$ cat config.mk
export PLATFORM = sky130hd
export DESIGN_NAME = cart_mem_arb
export DESIGN_NICKNAME = d
export VERILOG_FILES = /design/src/rtl/cart_mem_arb.sv
export SDC_FILE = /design/constraint.sdc
export NUM_CORES = 1
export LEC_CHECK = 0
export BUFFER_PORTS_ARGS = -buffer_cell sky130_fd_sc_hd__buf_4
export CAP_MARGIN = 20
export CELL_PAD_IN_SITES_DETAIL_PLACEMENT = 0
export CELL_PAD_IN_SITES_GLOBAL_PLACEMENT = 2
export CORE_UTILIZATION = 40
export CTS_BUF_LIST = sky130_fd_sc_hd__clkbuf_8
export DETAILED_ROUTE_END_ITERATION = 6
export GPL_ROUTABILITY_DRIVEN = 0
export GPL_TIMING_DRIVEN = 0
export PLACE_DENSITY_LB_ADDON = 0.1
export SYNTH_ARGS = -nofsm -noshare
export SYNTH_HDL_FRONTEND = slang
export SYNTH_SLANG_ARGS = --single-unit
$ cat constraint.sdc
create_clock -name clk_sys -period 7.95 [get_ports clk_sys]
set_input_delay 0.3975 -clock clk_sys [delete_from_list [all_inputs] [get_ports clk_sys]]
set_output_delay 0.3975 -clock clk_sys [all_outputs]
set_load 0.03 [all_outputs]
$ cat src/rtl/cart_mem_arb.sv
// Cartridge memory arbiter: buffers ROM download bytes into a small write
// FIFO and shares a single SDRAM byte port between download writes and
// console cartridge reads. Writes always win; reads are cached by a
// one-entry address tag so repeated fetches of the same byte skip SDRAM.
module cart_mem_arb #(
  parameter int FIFO_DEPTH = 4
) (
  input  logic        clk_sys,
  input  logic        reset,
  input  logic        dl_active,
  input  logic        dl_wr,
  input  logic [24:0] dl_addr,
  input  logic [7:0]  dl_data,
  output logic        dl_wait,
  output logic        dl_overflow,
  input  logic        cart_rd,
  input  logic [19:0] cart_addr,
  output logic [7:0]  cart_data,
  output logic        cart_valid,
  output logic [5:0]  cart_pages,
  output logic [24:0] mem_addr,
  output logic [7:0]  mem_din,
  output logic        mem_we,
  output logic        mem_rd,
  input  logic [7:0]  mem_dout,
  input  logic        mem_ready
);

  localparam int AW = $clog2(FIFO_DEPTH);
  localparam int CW = AW + 1;

  localparam logic [2:0] S_IDLE     = 3'd0;
  localparam logic [2:0] S_WR_ISSUE = 3'd1;
  localparam logic [2:0] S_WR_WAIT  = 3'd2;
  localparam logic [2:0] S_RD_ISSUE = 3'd3;
  localparam logic [2:0] S_RD_WAIT  = 3'd4;

  logic [32:0]   r_fifo [FIFO_DEPTH];
  logic [AW-1:0] r_wr_ptr;
  logic [AW-1:0] r_rd_ptr;
  logic [CW-1:0] r_count;
  logic [2:0]    r_state;
  logic          r_skip;
  logic [19:0]   r_tag;
  logic [19:0]   r_pend_tag;
  logic          r_tag_valid;
  logic [7:0]    r_cart_data;
  logic          r_cart_valid;
  logic [5:0]    r_cart_pages;
  logic          r_overflow;
  logic [24:0]   r_mem_addr;
  logic [7:0]    r_mem_din;

  logic          w_full;
  logic          w_empty;
  logic          w_pop;
  logic          w_push;
  logic          w_drop;
  logic          w_tag_hit;
  logic          w_rd_pend;
  logic          w_hit;
  logic          w_wr_go;
  logic          w_rd_go;
  logic          w_rd_done;
  logic [32:0]   w_head;

  // The head entry is only popped in WR_ISSUE, so a full FIFO can still take
  // a byte in that cycle: the freed slot absorbs it.
  assign w_full    = (r_count == CW'(FIFO_DEPTH));
  assign w_empty   = (r_count == '0);
  assign w_pop     = (r_state == S_WR_ISSUE);
  assign w_push    = dl_wr && (!w_full || w_pop);
  assign w_drop    = dl_wr && !w_push;
  assign w_head    = r_fifo[r_rd_ptr];

  assign w_tag_hit = r_tag_valid && (cart_addr == r_tag);
  assign w_rd_pend = cart_rd && !w_tag_hit;
  assign w_hit     = cart_rd && w_tag_hit && !dl_active && (r_state == S_IDLE);
  assign w_wr_go   = (r_state == S_IDLE) && !w_empty && mem_ready;
  assign w_rd_go   = (r_state == S_IDLE) && w_empty && !dl_active && mem_ready && w_rd_pend;
  assign w_rd_done = (r_state == S_RD_WAIT) && !r_skip && mem_ready;

  assign dl_wait     = (r_count >= CW'(FIFO_DEPTH - 1));
  assign dl_overflow = r_overflow;
  assign cart_data   = r_cart_data;
  assign cart_valid  = r_cart_valid;
  assign cart_pages  = r_cart_pages;
  assign mem_addr    = r_mem_addr;
  assign mem_din     = r_mem_din;
  assign mem_we      = (r_state == S_WR_ISSUE);
  assign mem_rd      = (r_state == S_RD_ISSUE);

  // Download byte storage; contents need no reset since r_count gates reads.
  always_ff @(posedge clk_sys) begin
    if (w_push) begin
      r_fifo[r_wr_ptr] <= {dl_addr, dl_data};
    end
  end

  // FIFO pointers and occupancy; pointers wrap naturally at a power of two.
  always_ff @(posedge clk_sys) begin
    if (reset) begin
      r_wr_ptr <= '0;
      r_rd_ptr <= '0;
      r_count  <= '0;
    end else begin
      if (w_push) r_wr_ptr <= r_wr_ptr + AW'(1);
      if (w_pop)  r_rd_ptr <= r_rd_ptr + AW'(1);
      case ({w_push, w_pop})
        2'b10:   r_count <= r_count + CW'(1);
        2'b01:   r_count <= r_count - CW'(1);
        default: r_count <= r_count;
      endcase
    end
  end

  // Downloader status: page count of the last stored byte and sticky drop flag.
  always_ff @(posedge clk_sys) begin
    if (reset) begin
      r_cart_pages <= '0;
      r_overflow   <= 1'b0;
    end else begin
      if (w_push) r_cart_pages <= dl_addr[19:14];
      if (w_drop) r_overflow   <= 1'b1;
    end
  end

  // Port sequencer: address/data are loaded on leaving IDLE so they are stable
  // for the whole strobe cycle; the wait states ignore the cycle right after
  // the strobe because mem_ready has not dropped yet.
  always_ff @(posedge clk_sys) begin
    if (reset) begin
      r_state    <= S_IDLE;
      r_skip     <= 1'b0;
      r_mem_addr <= '0;
      r_mem_din  <= '0;
    end else begin
      case (r_state)
        S_IDLE: begin
          if (w_wr_go) begin
            r_state    <= S_WR_ISSUE;
            r_mem_addr <= w_head[32:8];
            r_mem_din  <= w_head[7:0];
          end else if (w_rd_go) begin
            r_state    <= S_RD_ISSUE;
            r_mem_addr <= {5'b0, cart_addr};
          end
        end
        S_WR_ISSUE: begin
          r_state <= S_WR_WAIT;
          r_skip  <= 1'b1;
        end
        S_RD_ISSUE: begin
          r_state <= S_RD_WAIT;
          r_skip  <= 1'b1;
        end
        S_WR_WAIT, S_RD_WAIT: begin
          if (r_skip) begin
            r_skip <= 1'b0;
          end else if (mem_ready) begin
            r_state <= S_IDLE;
          end
        end
        default: r_state <= S_IDLE;
      endcase
    end
  end

  // Read tag and console return path; a download in progress always
  // invalidates the tag, even if a read completes in the same cycle.
  always_ff @(posedge clk_sys) begin
    if (reset) begin
      r_tag        <= '0;
      r_pend_tag   <= '0;
      r_tag_valid  <= 1'b0;
      r_cart_data  <= '0;
      r_cart_valid <= 1'b0;
    end else begin
      r_cart_valid <= w_hit || w_rd_done;
      if (w_rd_go) r_pend_tag <= cart_addr;
      if (w_rd_done) begin
        r_cart_data <= mem_dout;
        r_tag       <= r_pend_tag;
      end
      if (dl_active) begin
        r_tag_valid <= 1'b0;
      end else if (w_rd_done) begin
        r_tag_valid <= 1'b1;
      end
    end
  end

endmodule
---- Word level (Yosys, flattened, before mapping) ----
Memories as Yosys holds them, arrays and structs flattened. A register that Yosys moved wholly into a read port is not among the register bits.
Cells that the tools add are included.
operators by class
  $add $sub $neg .......................... 4
  magnitude comparators ................... 1
  equality and inequality tests ........... 11
  muxes and demuxes ....................... 13
  reductions and logical operators ........ 34
operators with widths
  kind                   count
  $mux W25               2
  $eq A20 B20 Y1         1
  $logic_and A1 B1 Y1    15
  $mux W3                4
  $pmux W3 S4            1
  $eq A3 B2 Y1 const B   2
  $eq A3 B3 Y1 const B   2
  $logic_not A1 Y1       6
  $logic_not A3 Y1       2
  $pmux W3 S2            1
  $reduce_bool A2 Y1     3
  $reduce_or A2 Y1       3
  $add A2 B1 Y2 const B  2
  $mux W2                2
  $ne A2 B2 Y1 const B   2
  $reduce_and A2 Y1      2
  $add A3 B1 Y3 const B  1
  $eq A3 B1 Y1 const B   1
  $ge A3 B2 Y1 const B   1
  $ne A3 B3 Y1 const B   1
  $reduce_and A3 Y1      1
  $sub A3 B1 Y3 const B  1
  $eq A2 B1 Y1 const B   1
  $eq A2 B2 Y1 const B   1
  other kinds (3)        5
storage, ports and cells
  register bits after elaboration ......... 101
  bits in writable memories ............... 132
  bits of input ports ..................... 67
  memories ................................ 1
memories
  memory  depth  bits a word  rd ports  clocked after Yosys merged registers in  wr ports  RTL line  source
  r_fifo  4      33           1         1                                        1         38        logic [32:0] r_fifo [FIFO_DEPTH];

---- Depth between registers and ports, before layout ----
Gate-level depths: netlist of the first run.
  word-level depth ........................ 8
  gate-level depth with buffers ........... 12
  depth with buffers taken out ............ 9

---- Least setup slack after synthesis of the first run ----
No wires, ideal clock.
  kind .................................... register -> register
  start point ............................. register r_state[2]
  end point ............................... memory r_fifo[0][0], enable pin
  library setup time ...................... 0.423 ns
  data arrival time ....................... 3.068 ns
  setup slack ............................. 4.459 ns
  stages on the path, launching flop included .. 8
  period minus slack after synthesis ...... 3.491 ns
  cell sequence ........................... dfxtp_1 -> buf_2 -> nor3b_2 -> nor4b_1 -> nand2b_1 -> clkbuf_1 -> buf_4 -> nor2_1
on the way
  longest elaborated chain between the ends .. 5
RTL lines
  element                        RTL line  source
  start: declaration             42        logic [2:0] r_state;
  start signal: assignment       133       r_state <= S_IDLE;
  start signal: assignment       141       r_state <= S_WR_ISSUE;
  start signal: assignment       145       r_state <= S_RD_ISSUE;
  $eq A3 B1 Y1                   -
  net mem_we                     23        output logic mem_we,
  $logic_or A1 B1 Y1             72        assign w_push = dl_wr && (!w_full || w_pop);
  $logic_and A1 B1 Y1            72
  $mux W1                        95        if (w_push) begin
  $mux W1 (implied by the code)  96        r_fifo[r_wr_ptr] <= {dl_addr, dl_data};
  end: declaration               38
The timed path passes the listed nets, and every way through them passes these cells.

---- Worst setup path after layout of the first run ----
  start point ............................. register r_state[2]
  end point ............................... register r_count[2]
on the way
  longest elaborated chain between the ends .. 5
  elaborated cells between the ends (all ways) .. 7
RTL lines
  element                                            RTL line  source
  $eq A3 B1 Y1 (*)                                   71        assign w_pop = (r_state == S_WR_ISSUE);
  $logic_or A1 B1 Y1                                 72
  $logic_and A1 B1 Y1                                72
  $eq A2 B1 Y1 or $eq A2 B2 Y1 (tied branches)       109       case ({w_push, w_pop})
  $pmux W3 S2 or $reduce_bool A2 Y1 (tied branches)  -
  end signal: assignment                             110       2'b10: r_count <= r_count + CW'(1);
  end signal: assignment                             111       2'b01: r_count <= r_count - CW'(1);
  end signal: assignment                             112       default: r_count <= r_count;
  end: declaration                                   41        logic [CW-1:0] r_count;
Every way passes the cells marked *; elsewhere a longest branch is shown, timed or not.
A chain may end at the register's enable or synchronous reset.

==> results.sh, run 1 <==
export IMPL_synth_fp_nets=765
export IMPL_fill_cells=2012
export IMPL_grt_usage=0.186
export IMPL_synth_common_cells="132 x edfxtp_1, 103 x dfxtp_1, 80 x nand2_1"
export IMPL_final_setup_worst_slack_ns=4.83
export IMPL_clkPwrFrac=0.312
export IMPL_cts_resized=0
export IMPL_yosysMostFrequentCell="edfxtp_1"
export IMPL_clock_latency_ns=0.55
export IMPL_yosysTopAreaCell="edfxtp_1"
export IMPL_max_cap_viol_count=0
export IMPL_synthAdderAreaFrac=0.00873
export IMPL_drt_iter0_drc=231
export IMPL_via_count=5825
export IMPL_seq_area_frac_synth=0.637
export IMPL_syn2layout_area_growth_pct=23.3
export IMPL_synth_main_ff_cell="edfxtp_1"
export IMPL_max_freq_mhz=321
export IMPL_die_h_um=156
export IMPL_dieArea_mm2=0.0243
export IMPL_rsz0062_at_grt="false"
export IMPL_synth_cell_area_mm2=0.00946
export IMPL_ant_nets=0
export IMPL_dp_cells=1126
export IMPL_num_rows=55
export IMPL_layout_drive_gt1_share=0.282
export IMPL_synthDistinctLibCells=40
export IMPL_core_mm2=0.0229
export IMPL_grt_pass1_vias=6042
export IMPL_yosysWarnings=0
export IMPL_final_nets=929
export IMPL_synthMuxAreaShare=0.160
export IMPL_cts_hold_fix_buffers=0
export IMPL_synth_compound_area_frac=0.0333
export IMPL_end_kind="flop"
export IMPL_syn_area_per_cell_um2=13.7
export IMPL_vias_per_cell=4.86
export IMPL_io_pins=119
export IMPL_dr_pass1_iters=5
export IMPL_numCtsBuffers=41
export IMPL_swShare=0.299
export IMPL_cts_root_buf="clkbuf_8"
export IMPL_fin_util=0.509
export IMPL_pre_cts_ws_ns=4.80
export IMPL_clkTransAtPathRegs_ns=0.05
export IMPL_synth_edf_count=132
export IMPL_fin_crit_ns=3.12
export IMPL_routedWlPerCell_um=18.3
export IMPL_ys_ff_latch=235
export IMPL_worst_pin_slew_ns=0.704
export IMPL_status="completed"
export IMPL_start_util=0.413
export IMPL_die_x_um=156
export IMPL_synth_simple_gate_area_frac=0.113
export IMPL_drt_wl_total_mm=22.0
export IMPL_grtUsageMet1=0.242
export IMPL_synth_top_family_by_area="multiplexers"
export IMPL_n_antenna_cell=0
export IMPL_seq_power_share=0.442
export IMPL_setup_tns_ns=0
export IMPL_startpoint_type="flop"
export IMPL_synth_async_reset_ratio=0
export IMPL_worstPathRequired_ns=8.41
export IMPL_powerDensity_mw_per_mm2=288
export IMPL_synth_xor_area_frac=0.0241
export IMPL_cts_setup_buffers=0
export IMPL_hold_violations=0
export IMPL_fin_cells=1199
export IMPL_worstPathArrival_ns=3.58
export IMPL_grt_max_degree=19
export IMPL_hold_path_class="in2reg"
export IMPL_overflow=0
export IMPL_leakage_nw=4.27
export IMPL_fin_crit_sh=0.392
export IMPL_drv_slew=0
export IMPL_power_net_switching_mw=1.00
export IMPL_path_class="reg2reg"
export IMPL_clock_sinks=235
export IMPL_cts_tree="yes"
export IMPL_finalSetupViolCount=0
export IMPL_worstPathMaxFanout=10
export IMPL_port_buffers=117
export IMPL_combinationalPowerShare=0.246
export IMPL_drcViolationCount=0
export IMPL_yosysTopAreaCellShare=0.419
export IMPL_antenna_found_initial=0
export IMPL_grt_use_met2=0.306
export IMPL_p_int_mw=2.35
export IMPL_timing_slew_headroom=0.531
export IMPL_syn_inst=692
export IMPL_netlist_top_cells_area="edfxtp_1 42%, dfxtp_1 22%, mux4_2 7.9%, mux2i_1 5.0%, nand2_1 3.2%"
export IMPL_clock_skew_ns=0.0232
export IMPL_h_tree_depth=2
export IMPL_clockBufferDepth=3
export IMPL_grt_pass1_wl_mm=33.9
export IMPL_met3_usage=0.0450
export IMPL_dp_hpwl_mm=15.5
export IMPL_busiest_layer="met2"
export IMPL_ir_worst_vdd_mv=0.171
## routing by layer
layer,vias to the layer above,share of wire
met1,2854,0.45
met3,43,0.052
met5,-,0
li1,2802,-
met2,126,0.47
met4,0,0.023
## worst paths after layout
| path | startpoint | end | slack (ns) | cells after the start |
|---|---|---|---|---|
| hold reg to reg | r_pend_tag[10] | r_tag[10] | 0.45 | 2 |
| setup / recovery | r_state[2] | r_count[2] | 4.83 | 12 |
| setup reg to reg | r_state[2] | r_count[2] | 4.83 | 12 |
| hold / removal | dl_active | r_tag_valid | 0.04 | 2 |
## power by group through the flow
stage	Sequential [mW]	Clock, mW	Combinational [mW]
global route	1.50	1.13	0.887
detailed placement	1.51	0	0.836
finish	1.48	1.05	0.824
floorplan	1.59	0	0.459
CTS	1.48	1.07	0.838
global placement	1.51	0	0.804
## layout make-up
type                            count  area (um2)  area share
Multi-Input combinational cell    408        3240       0.278
Buffer                             40         191      0.0164
Sequential cell                   235        6030       0.517
Clock buffer                       49         674      0.0578
Tap cell                          313         392      0.0336
Inverter                            9        33.8     0.00290
Timing Repair Buffer              121         988      0.0848
Clock inverter                     24         116     0.00998
## cells in the final DEF (no fill, tap or decap), types with 2 or more instances in the layout
| master | count |
|---|---|
| o22ai_1 | 5 |
| or3_1 | 3 |
| xor2_1 | 3 |
| mux4_2 | 33 |
| clkinv_1 | 2 |
| mux2i_1 | 47 |
| nand2_1 | 80 |
| buf_4 | 121 |
| nand2b_1 | 43 |
| inv_1 | 27 |
| dfxtp_1 | 103 |
| buf_1 | 5 |
| buf_6 | 2 |
| nor2b_1 | 25 |
| a21oi_1 | 45 |
| edfxtp_1 | 132 |
| or2b_1 | 3 |
| nor2_4 | 5 |
| buf_16 | 4 |
| mux2_4 | 19 |
| nor3_1 | 4 |
| clkbuf_8 | 49 |
| buf_2 | 9 |
| clkbuf_1 | 20 |
| xnor2_1 | 23 |
| nand4_1 | 6 |
| nand3_1 | 2 |
| o21ai_0 | 2 |
| ha_1 | 5 |
| nor2_1 | 42 |
## stage by stage
| stage | cell area (um2) | power (mW) | hold slack [ns] |
|---|---|---|---|
| after floorplan | 9460 | 2.05 | 0.432 |
| final | 11700 | 3.35 | 0.0366 |
| after CTS | 11700 | 3.39 | 0.00248 |
| after global routing | 11700 | 3.51 | 0.0130 |
| after global placement | 10700 | 2.31 | 0.438 |
| after detailed placement | 10900 | 2.34 | 0.445 |
## logic make-up after synthesis
group,after synthesis
xor gates and xnor gates,26
AOI/OAI and AO/OA,57
muxes,100
and+or+nand+nor,219
buffers and inverters,49
adders and majority gates,6
DFF,235
## sequential cells by signal, indices dropped and copies added, names as in the netlist, 2 cells and up, named ones only
signal,count
cart_data,8
r_fifo,132
r_state,3
r_count,3
r_pend_tag,20
r_wr_ptr,2
cart_pages,6
mem_din,8
r_tag,20
r_rd_ptr,2
mem_addr,25
## worst max-delay path, stage by stage (launching register included)
cell	delay, ns
dfxtp_1	0.30
buf_2	0.17
nor3b_2	0.11
nor4b_1	0.41
nand2b_1	0.21
clkbuf_1	0.25
buf_4	0.32
ha_1	0.23
inv_1	0.06
fa_1	0.38
xor2_1	0.16
or3_1	0.30
a21oi_1	0.14
(Power assumes the default switching activity.)
==> run 2: changes to the inputs <==
CORE_UTILIZATION = 38   (was 40)
clock period = 2.7 ns   (was 7.95 ns; I/O delays follow)
==> results.sh, run 2 (synthesized netlist as in run 1, its figures left out) <==
export IMPL_clock_skew_ns=0.0180
export IMPL_fin_crit_sh=0.967
export IMPL_start_util=0.388
export IMPL_syn2layout_area_growth_pct=30.1
export IMPL_hold_violations=0
export IMPL_h_tree_depth=2
export IMPL_worst_pin_slew_ns=0.751
export IMPL_drv_slew=0
export IMPL_grt_pass1_wl_mm=34.9
export IMPL_pre_cts_ws_ns=-0.479
export IMPL_core_mm2=0.0244
export IMPL_via_count=6026
export IMPL_clock_sinks=235
export IMPL_worstPathMaxFanout=10
export IMPL_fin_util=0.504
export IMPL_top_register="r_fifo"
export IMPL_timing_slew_headroom=0.499
export IMPL_num_rows=57
export IMPL_hold_path_depth=4
export IMPL_r2r_cells=10
export IMPL_startpoint_type="flop"
export IMPL_final_setup_worst_slack_ns=0.0896
export IMPL_end_kind="flop"
export IMPL_worstPathArrival_ns=3.05
export IMPL_r2r_end="r_count[2]"
export IMPL_overflow=0
export IMPL_cts_tree="yes"
export IMPL_powerDensity_mw_per_mm2=797
export IMPL_drt_wl_total_mm=22.6
export IMPL_dieArea_mm2=0.0255
export IMPL_hold_path_class="in2reg"
export IMPL_whs_ns=0.0549
export IMPL_layout_common_cells="132 x edfxtp_1, 121 x buf_4, 102 x dfxtp_1"
export IMPL_clkTransAtPathRegs_ns=0.06
export IMPL_finalSetupViolCount=0
export IMPL_layout_cells_most_common="edfxtp_1"
export IMPL_die_x_um=160
export IMPL_drt_iter0_drc=238
export IMPL_vias_per_cell=4.72
export IMPL_routedWlPerCell_um=17.7
export IMPL_leakage_nw=4.55
export IMPL_holdPathEnd="cart_valid"
export IMPL_layout_drive_gt1_share=0.262
export IMPL_clock_latency_ns=0.53
export IMPL_grt_max_degree=20
export IMPL_ant_nets=0
export IMPL_antenna_found_initial=0
export IMPL_r2r_slack_ns=0.09
export IMPL_worstPathRequired_ns=3.14
export IMPL_r2r_start="r_state[0]"
export IMPL_clockBufferDepth=3
export IMPL_final_nets=992
export IMPL_fin_crit_ns=2.61
export IMPL_port_buffers=117
export IMPL_dp_hpwl_mm=15.7
export IMPL_max_cap_viol_count=0
export IMPL_dr_pass1_iters=4
export IMPL_ir_worst_vdd_mv=0.495
export IMPL_grt_usage=0.181
export IMPL_io_pins=119
export IMPL_grt_pass1_vias=6348
export IMPL_hp_start="cart_rd"
export IMPL_max_freq_mhz=383
export IMPL_n_antenna_cell=0
export IMPL_drcViolationCount=0
export IMPL_status="completed"
export IMPL_numCtsBuffers=41
export IMPL_largest_reg_flops=132
export IMPL_cts_root_buf="clkbuf_8"
export IMPL_die_h_um=160
export IMPL_path_class="reg2reg"
==> run 2: area by class of cell <==
type | instances | area (um2)
fill | 2195 | 12100
tap | 324 | 405
sequential | 235 | 6030
inverter | 9 | 33.8
timing repair buffer | 185 | 1630
clock inverter | 31 | 130
buffer | 39 | 203
clock buffer | 45 | 619
multi-input combinational | 408 | 3260
==> run 2: routing by layer <==
layer | GRT usage | vias up | wire (um)
met5 | 0 | - | 0
met3 | 0.0423 | 41 | 1060
met1 | 0.222 | 2933 | 9860
met4 | 0.0541 | 0 | 456
met2 | 0.315 | 125 | 11200
li1 | - | 2927 | -
==> run 2: what timing repair did <==
action / 4_1_cts / 5_1_grt
setup endpoints to repair: 77 / 1
pin swaps: 1 / 1
endpoints found under the hold margin: 170 / 0
buffers inserted: 1 / 0
hold buffers: 63 / 0
resized for setup: 5 / 4
==> run 2: worst max-delay path by stage <==
| stage | from | slack (ns) | endpoint |
|---|---|---|---|
| global placement | r_state[0] | -1.03 | r_fifo[0][17] |
| CTS | r_state[0] | 0.009 | r_count[2] |
| floorplan | r_state[2] | -0.25 | r_fifo[0][0] |
| global route | r_state[2] | -0.006 | r_count[2] |
| finish | r_state[0] | 0.09 | r_count[2] |
| detailed placement | r_state[0] | -0.48 | r_count[2] |
==> run 2: power by group <==
part / switching (mW) / leakage [nW] / internal [mW]
clock network: 1.39 / 0.480 / 1.54
registers: 0.189 / 2.05 / 4.18
logic: 1.36 / 2.02 / 1.16
==> run 2: worst max-delay path, stage by stage, from the launching register on <==
cell and delay (ns):
dfxtp_1 0.36, nor3b_4 0.21, nor4b_2 0.32, nand2b_4 0.23
buf_12 0.16, ha_1 0.20, inv_1 0.07, fa_1 0.37
xor2_1 0.16, or3_1 0.30, a21oi_1 0.14
==> run 2: stage by stage <==
stage	total power, mW	setup TNS (ns)	instances	cell area [um2]
after floorplan	6.04	-32.37	692	9470
after global placement	6.81	-135.29	1133	10800
after detailed placement	6.90	-11.49	1137	10900
after CTS	9.96	0	1276	12300
after global routing	10.3	-0.00552	1276	12300
final	9.81	0	1276	12300
